**src/rtl/ofs_pkg.sv**
```systemverilog
// Shared types and constants for the ofs_pipe_bank output-register bank.
// Optional feature macro used by the bank: OFS_GSR_EN (global set/reset sampling).
package ofs_pkg;

  localparam int OFS_CNT_W = 16;
  localparam logic [OFS_CNT_W-1:0] OFS_CNT_MAX = 16'hFFFF;
  localparam int OFS_MAX_W = 64;
  localparam int OFS_MAX_STAGES = 8;

  localparam string OFS_GSR_ENABLED = "ENABLED";
  localparam string OFS_GSR_DISABLED = "DISABLED";

  // One retiming stage at the widest supported data width.
  typedef struct packed {
    logic [OFS_MAX_W-1:0] data;
    logic                 t;
    logic                 v;
  } ofs_stage_t;

  // True when the width/depth parameters are inside the supported range.
  function automatic bit ofs_params_ok(input int width, input int stages);
    return (width >= 1) && (width <= OFS_MAX_W) &&
           (stages >= 1) && (stages <= OFS_MAX_STAGES);
  endfunction

endpackage

```
**src/rtl/ofs_stage.sv**
```systemverilog
// One {data, t, v} retiming stage: synchronous clear to {INIT, 1, 0},
// shift on enable, hold otherwise.
// With OFS_GSR_EN defined the stage also clears asynchronously on gsr_n low.
module ofs_stage
  import ofs_pkg::*;
#(
  parameter int               WIDTH = 8,
  parameter logic [WIDTH-1:0] INIT  = '0
) (
  input  logic             sclk,
  input  logic             cd,
  input  logic             sp,
`ifdef OFS_GSR_EN
  input  logic             gsr_n,
`endif
  input  logic [WIDTH-1:0] d,
  input  logic             td,
  input  logic             dv,
  output logic [WIDTH-1:0] q,
  output logic             t,
  output logic             qv
);

`ifdef OFS_GSR_EN
  // Stage register: global reset asynchronously, clear beats shift, else hold.
  always_ff @(posedge sclk or negedge gsr_n) begin
    if (!gsr_n) begin
      q  <= INIT;
      t  <= 1'b1;
      qv <= 1'b0;
    end else if (cd) begin
      q  <= INIT;
      t  <= 1'b1;
      qv <= 1'b0;
    end else if (sp) begin
      q  <= d;
      t  <= td;
      qv <= dv;
    end
  end
`else
  // Stage register: clear beats shift, else hold.
  always_ff @(posedge sclk) begin
    if (cd) begin
      q  <= INIT;
      t  <= 1'b1;
      qv <= 1'b0;
    end else if (sp) begin
      q  <= d;
      t  <= td;
      qv <= dv;
    end
  end
`endif

endmodule

```
**src/rtl/ofs_pipe_bank.sv**
```systemverilog
// Multi-bit, multi-stage registered output path toward the pad buffers.
// Data and tristate control move together through STAGES ofs_stage registers
// under a common enable; OCNT counts valid words reaching the last stage.
// Optional macro OFS_GSR_EN: sample the device GSR/PUR nets as an
// asynchronous clear with a 2-flop synchronised release of shifting.
module ofs_pipe_bank
  import ofs_pkg::*;
#(
  parameter int               WIDTH  = 8,
  parameter int               STAGES = 2,
  parameter logic [WIDTH-1:0] INIT   = '0,
  parameter string            GSR    = "ENABLED"
) (
  input  logic                 SCLK,
  input  logic                 CD,
  input  logic                 SP,
  input  logic [WIDTH-1:0]     D,
  input  logic                 TD,
  input  logic                 DV,
  output logic [WIDTH-1:0]     Q,
  output logic                 T,
  output logic                 QV,
  output logic [OFS_CNT_W-1:0] OCNT
);

  if (!ofs_params_ok(WIDTH, STAGES)) begin : g_bad_params
    $error("ofs_pipe_bank: WIDTH must be 1..64 and STAGES 1..8");
  end
  if ((GSR != OFS_GSR_ENABLED) && (GSR != OFS_GSR_DISABLED)) begin : g_bad_gsr
    $error("ofs_pipe_bank: GSR must be \"ENABLED\" or \"DISABLED\"");
  end

  // Index 0 is the input word, index i+1 is the output of stage i.
  logic [STAGES:0][WIDTH-1:0] data_s;
  logic [STAGES:0]            t_s;
  logic [STAGES:0]            v_s;
  logic                       shift_en_s;
  logic                       cnt_inc_s;
  logic [OFS_CNT_W-1:0]       ocnt_r;
  logic [OFS_CNT_W-1:0]       ocnt_nxt_s;

  assign data_s[0] = D;
  assign t_s[0]    = TD;
  assign v_s[0]    = DV;

`ifdef OFS_GSR_EN
  logic       gsr_n_s;
  logic [1:0] gsr_sync_r;

  if (GSR == OFS_GSR_ENABLED) begin : g_gsr_on
    assign gsr_n_s = GSR_INST.GSRNET & PUR_INST.PURNET;
  end else begin : g_gsr_off
    assign gsr_n_s = PUR_INST.PURNET;
  end

  // Release synchroniser: shifting resumes two edges after the global net rises.
  always_ff @(posedge SCLK or negedge gsr_n_s) begin
    if (!gsr_n_s) begin
      gsr_sync_r <= 2'b00;
    end else begin
      gsr_sync_r <= {gsr_sync_r[0], 1'b1};
    end
  end

  assign shift_en_s = SP & gsr_sync_r[1];
`else
  assign shift_en_s = SP;
`endif

  for (genvar i = 0; i < STAGES; i++) begin : g_stage
    ofs_stage #(
      .WIDTH (WIDTH),
      .INIT  (INIT)
    ) u_stage (
      .sclk  (SCLK),
      .cd    (CD),
      .sp    (shift_en_s),
`ifdef OFS_GSR_EN
      .gsr_n (gsr_n_s),
`endif
      .d     (data_s[i]),
      .td    (t_s[i]),
      .dv    (v_s[i]),
      .q     (data_s[i+1]),
      .t     (t_s[i+1]),
      .qv    (v_s[i+1])
    );
  end

  // A count happens on the edge that moves a valid word into the last stage.
  assign cnt_inc_s = shift_en_s & v_s[STAGES-1];

  // Saturating increment of the delivered-word counter.
  always_comb begin
    ocnt_nxt_s = ocnt_r;
    if (cnt_inc_s && (ocnt_r != OFS_CNT_MAX)) begin
      ocnt_nxt_s = ocnt_r + 16'd1;
    end else begin
      ocnt_nxt_s = ocnt_r;
    end
  end

`ifdef OFS_GSR_EN
  // Delivered-word counter with global and synchronous clear.
  always_ff @(posedge SCLK or negedge gsr_n_s) begin
    if (!gsr_n_s) begin
      ocnt_r <= 16'd0;
    end else if (CD) begin
      ocnt_r <= 16'd0;
    end else begin
      ocnt_r <= ocnt_nxt_s;
    end
  end
`else
  // Delivered-word counter with synchronous clear.
  always_ff @(posedge SCLK) begin
    if (CD) begin
      ocnt_r <= 16'd0;
    end else begin
      ocnt_r <= ocnt_nxt_s;
    end
  end
`endif

  assign Q    = data_s[STAGES];
  assign T    = t_s[STAGES];
  assign QV   = v_s[STAGES];
  assign OCNT = ocnt_r;

endmodule

```
**config.mk**
```make
export PLATFORM = sky130hd
export DESIGN_NAME = ofs_pipe_bank
export DESIGN_NICKNAME = d
export VERILOG_FILES = /design/src/rtl/ofs_pkg.sv /design/src/rtl/ofs_stage.sv /design/src/rtl/ofs_pipe_bank.sv
export SDC_FILE = /design/constraint.sdc
export NUM_CORES = 1
export LEC_CHECK = 0
export CORE_ASPECT_RATIO = 0.6
export CORE_MARGIN = 10
export CORE_UTILIZATION = 52
export DETAILED_ROUTE_END_ITERATION = 6
export GPL_TIMING_DRIVEN = 0
export PLACE_DENSITY = 0.84
export SKIP_LAST_GASP = 1
export SLEW_MARGIN = 20
export SYNTH_ARGS = -nofsm -noshare
export SYNTH_HDL_FRONTEND = slang
export SYNTH_SLANG_ARGS = --single-unit
```
**constraint.sdc**
```tcl
create_clock -name SCLK -period 2.75 [get_ports SCLK]
set_input_delay 0.55 -clock SCLK [delete_from_list [all_inputs] [get_ports SCLK]]
set_output_delay 0.55 -clock SCLK [all_outputs]
set_load 0.05 [all_outputs]
```
# After elaboration in Yosys (flattened, before gate mapping)
# Cells that the tools add are included.
# word_totals
wordCells	11
ff_bits	36
out_inout_bits	26
# op_classes
bitwise_logic	1
add_sub_neg	1
n_reduce_logical	1
eq_ne	1
# ops
cell	count
$add A16 B1 Y16 const B	1
$ne A16 B16 Y1 const B	1
$and A1 B1 Y1	1
$logic_and A1 B1 Y1	1

# Logic depth before layout (Yosys ltp)
# depth
ltp_word	2
depth_mapped	5
ltp_nobuf	5

# Cells and area by module
# A second synthesis with hierarchy kept.
# unflattened
cells_unflattened	163
hier_area_um2	1522.7
# by_module_without_submodules
module	area_each_um2	cells_each	instances
ofs_pipe_bank	812.0	99	1
ofs_stage	355.3	32	2

# Worst setup path before layout
# No wires, ideal clock.
# synth_path
path_kind	reg2reg
from	reg ocnt_r[0], in the netlist OCNT[0]
to	reg ocnt_r[10], in the netlist OCNT[10]
path_buffers	0
arrival_ns	1.920
period_less_slack_ns	2.044
required_ns	2.627
slack_ns	0.706
setup_time_ns	0.123
path_stages_with_launch	6
cell_sequence	dfxtp_1 -> ha_1 -> and3_1 -> nand2_1 -> nor4_1 -> mux2_1
# synth_between
elab_chain_cells	2
word_cells_on_any_way	3
classes_between	add/sub (1); eq/ne (1); reduce/logical (1)
# synth_rtl
element	line	source
from (decl)	ofs_pipe_bank.sv:39	logic [OFS_CNT_W-1:0] ocnt_r;
from (signal assigned)	ofs_pipe_bank.sv:120	ocnt_r <= ocnt_nxt_s;
branches (longest 2 deep; another with $add A16 B1 Y16)	n/a	
# Several ways; the timed one is not identified.
# A chain may end at the register's enable or synchronous reset.

# Final worst setup path
# layout_path
from	reg ocnt_r[2], in the netlist OCNT[2]
to	out OCNT[2]
# layout_rtl
element	line	source
to (decl)	ofs_pipe_bank.sv:23	output logic [OFS_CNT_W-1:0] OCNT
# No word-level cell between the ends.

==> summary by stage <==
Run status
The run finished with clean final reports.

Placement
The wire-length estimate of the detail-placed layout is 3060 µm. The number of input and output port buffers inserted is 37. Routability-driven placement finished with a final weighted congestion of 0.869.

Hold path
Counting instances, the worst hold path has a depth of 2. The classification of the worst-slack hold path is reg2reg.

Die
The height of the chip is 62.6 µm. The floorplan die area is around 5700 µm². For this design the top-level I/O count stands at 39.

In this run the horizontal extent of the chip is between 90 and 100 µm. The initial utilization of the core area, before any placement, comes to 0.545. The area inside the core boundary is slightly below 3000 µm². After floorplanning, the core was divided into 15 placement rows.

Route
The number of DRC markers after the initial detailed-route iteration is around 120. The overall via count from detail_route is about 1,400. Wires add up to 4190 µm. The average wire length per cell after detail routing is roughly 16 µm.

The first TritonRoute pass finished after 4 iterations. In the routed design, unresolved DRC markers number 0. The final antenna-violating net count is 0. The ratio of routed vias to standard cells is around 5.5.

Final layout
The area growth from synthesis to layout is 34.9%. Once layout is complete, the utilization of the core stands at 0.735. The number of nets at the end of the flow is 230. Of the cells placed in the final design, the portion with a size suffix greater than 1 is 0.0968. The repair_antennas step left the layout with diodes totalling 0. The top cell types in the final layout, fill and taps aside, are clkdlybuf4s50_1 (37), dfxtp_1 (36), nor2_1 (24), mux2i_1 (17), a21oi_1 (12).

The filler cells instantiated in the layout total 215. The library cell used most frequently in the layout, excluding fill and tap cells, is clkdlybuf4s50_1.

Timing
At the pin with the least slew margin, the transition time is about 0.72 ns. Across the routed clock network, the largest skew measured is about 0.0086 ns. The worst pin sits at a relative slew slack of 0.517. Adding up every negative setup slack in the final design gives 0 ns. The highest clock rate is around 0.45 GHz. The final number of setup-violating endpoints is 0. Setup repair after global routing left no endpoint under its margin. The routed design could run at a clock period as short as 2.20 ns. The share of the cycle needed by the critical path after routing is 0.799. The count of final max-slew check failures was 0.

The number of endpoints with negative hold slack in the final report was 0.

Synthesis
The total of warnings raised by yosys is 0. The register bit count reported by yosys is 36. By area the synthesized netlist is led by dfxtp_1 (46%), mux2i_1 (11%), nor2_1 (5.7%).

After technology mapping, the gate count stands at 172. The synthesized area per cell is 9.15 µm². The part of the Yosys area used for sequential elements is 0.458. The cell type with the largest total area after synthesis is dfxtp_1.

The number of nets produced by synthesis is approximately 190. The share of synthesized area in the top cell type comes to 0.458. In this run the cell area of the synthesized design comes to about 1600 µm². The number of library cell types mapped by synthesis is 35.

Critical path
Traced cell by cell, the critical path runs through clkdlybuf4s50_1. The logic depth of the worst register-to-register path is 5. The slowest stage cell on the critical path is clkdlybuf4s50_1.

The worst setup path is launched from a flip-flop. In this design, the largest share of critical-path delay is due to buffers and inverters. The largest single stage delay on the critical path is roughly 0.87 ns. The kind of end point of the critical path is an output port.

The critical path arrival is about 1.7 ns. Counting both buffers and inverters, the worst setup path holds a total of 1. In this run the number of cells on the critical path is 1. STA puts the critical path data required time at about 2.2 ns. The maximum net fanout on the critical path is 8. The type of the worst setup path is reg2out.

Pwr
The analysis attributes to cell leakage a power of 0.797 nW. The worst-case IR drop observed on VDD is approximately 0.35 mV. For this design the ratio of total power to cell area is around 550 nW/µm².

GRT
The via count of the first global-routing pass is approximately 1,400. Entering global routing, the biggest net connects 12 pins. The wire length of the first global-routing pass is 6870 µm. The total overflow left after global routing is 0. The initial antenna violation count came to 0. For this run, the total global-route usage over all layers was measured as 0.147.

Clock tree
The number of buffers inserted during clock tree synthesis is 5. For this design, the CTS-stage hold fixing added 0 buffers. The number of buffers on the longest clock path is 2. The deepest level of the CTS H-tree is 2. The root cell of the clock tree is clkbuf_8. The tree built by TritonCTS fans out to 36 sinks. TritonCTS built the clock tree. After clock tree synthesis, the setup repair step added 0 buffers.

After clock tree synthesis, the clock-pin slew on the worst setup and hold paths is about 0.070 ns. The number of gates resized after cts is 0. The clock reaches the later pin of the worst-skew pair after 0.29 ns.

Run
Across the run, the number of max-cap violations was 0.
kinds of logic (layout without fill, tap and decap cells):
logic type / after synthesis / after routing / synth area share
buf+inv: 18 / 63 / 0.0636
compound gates: 27 / 27 / 0.107
mux: 19 / 19 / 0.122
simple gates: 71 / 71 / 0.242
flops: 36 / 36 / 0.458
fa+ha+maj: 1 / 1 / 0.00795
state kept, by name (all words and copies together), names as in the netlist:
name	flops
OCNT	16
g_stage.u_stage.q	16
g_stage.u_stage.qv	2
g_stage.u_stage.t	2
power by group:
| part | total, mW | switching (mW) | leakage (nW) | internal [mW] |
|---|---|---|---|---|
| sequential | 0.545 | 0.00891 | 0.293 | 0.536 |
| clock | 0.515 | 0.195 | 0.0645 | 0.320 |
| combinational | 0.105 | 0.0570 | 0.440 | 0.0475 |
| total | 1.16 | 0.261 | 0.797 | 0.904 |
worst paths after layout:
check / start / to / slack [ns]
worst max-delay path: OCNT[2] / OCNT[2] / 0.55
worst max register to register: OCNT[0] / OCNT[10] / 0.69
worst min-delay path: g_stage[1].u_stage.qv / g_stage[1].u_stage.qv / 0.48
worst min register to register: g_stage[1].u_stage.qv / g_stage[1].u_stage.qv / 0.48
final cells by class:
cell class                 instances  area [µm²]  share of cell area
multi-input combinational        118         753               0.355
tap                               42        52.6              0.0247
inverter                           2        7.51             0.00354
clock inverter                     1        30.0              0.0141
sequential                        36         721               0.339
timing repair buffer              37         370               0.174
clock buffer                       7        96.3              0.0454
buffer                            16        92.6              0.0436
stage by stage:
step | std cells | area (µm²) | total power, mW | hold slack, ns | setup slack, ns
finish | 259 | 2120 | 1.16 | 0.478 | 0.552
global route | 259 | 2120 | 1.20 | 0.503 | 0.534
CTS | 259 | 2120 | 1.17 | 0.478 | 0.570
detailed placement | 251 | 2000 | 0.661 | 0.459 | 0.669
global placement | 251 | 2000 | 0.656 | 0.434 | 0.725
floorplan | 172 | 1570 | 0.620 | 0.427 | 0.706
routing by layer:
layer / global-route usage / wire length, µm / share of wire / vias up
met2: 0.239 / 2000 / 0.48 / 46
met1: 0.169 / 1810 / 0.43 / 684
met3: 0.0600 / 338 / 0.081 / 6
met5: 0 / 0 / 0 / -
met4: 0.0545 / 46 / 0.011 / 0
li1: - / - / - / 701
cell usage after synthesis:
cell and count:
dfxtp_1 36, nor2_1 24, mux2i_1 17, a21oi_1 12, nand2_1 9, buf_4 8
clkbuf_1 6, nor3_1 6, o21ai_0 5, or4_1 5, nor2b_1 4, nand3_1 3
nand4_1 3, nor4_1 3, o31ai_1 3, or3_1 3, a211o_1 2, and3_1 2
buf_2 2, inv_1 2, mux2_1 2, o41ai_1 2, a31oi_1 1, and4_1 1
ha_1 1, nand2b_1 1, nand3_2 1, nand4_2 1, nor4_2 1, nor4b_1 1
o2111ai_1 1, o21ba_1 1, or2_0 1, or2_1 1, or3b_1 1
Note: power is estimated with default switching activity, not from simulation.
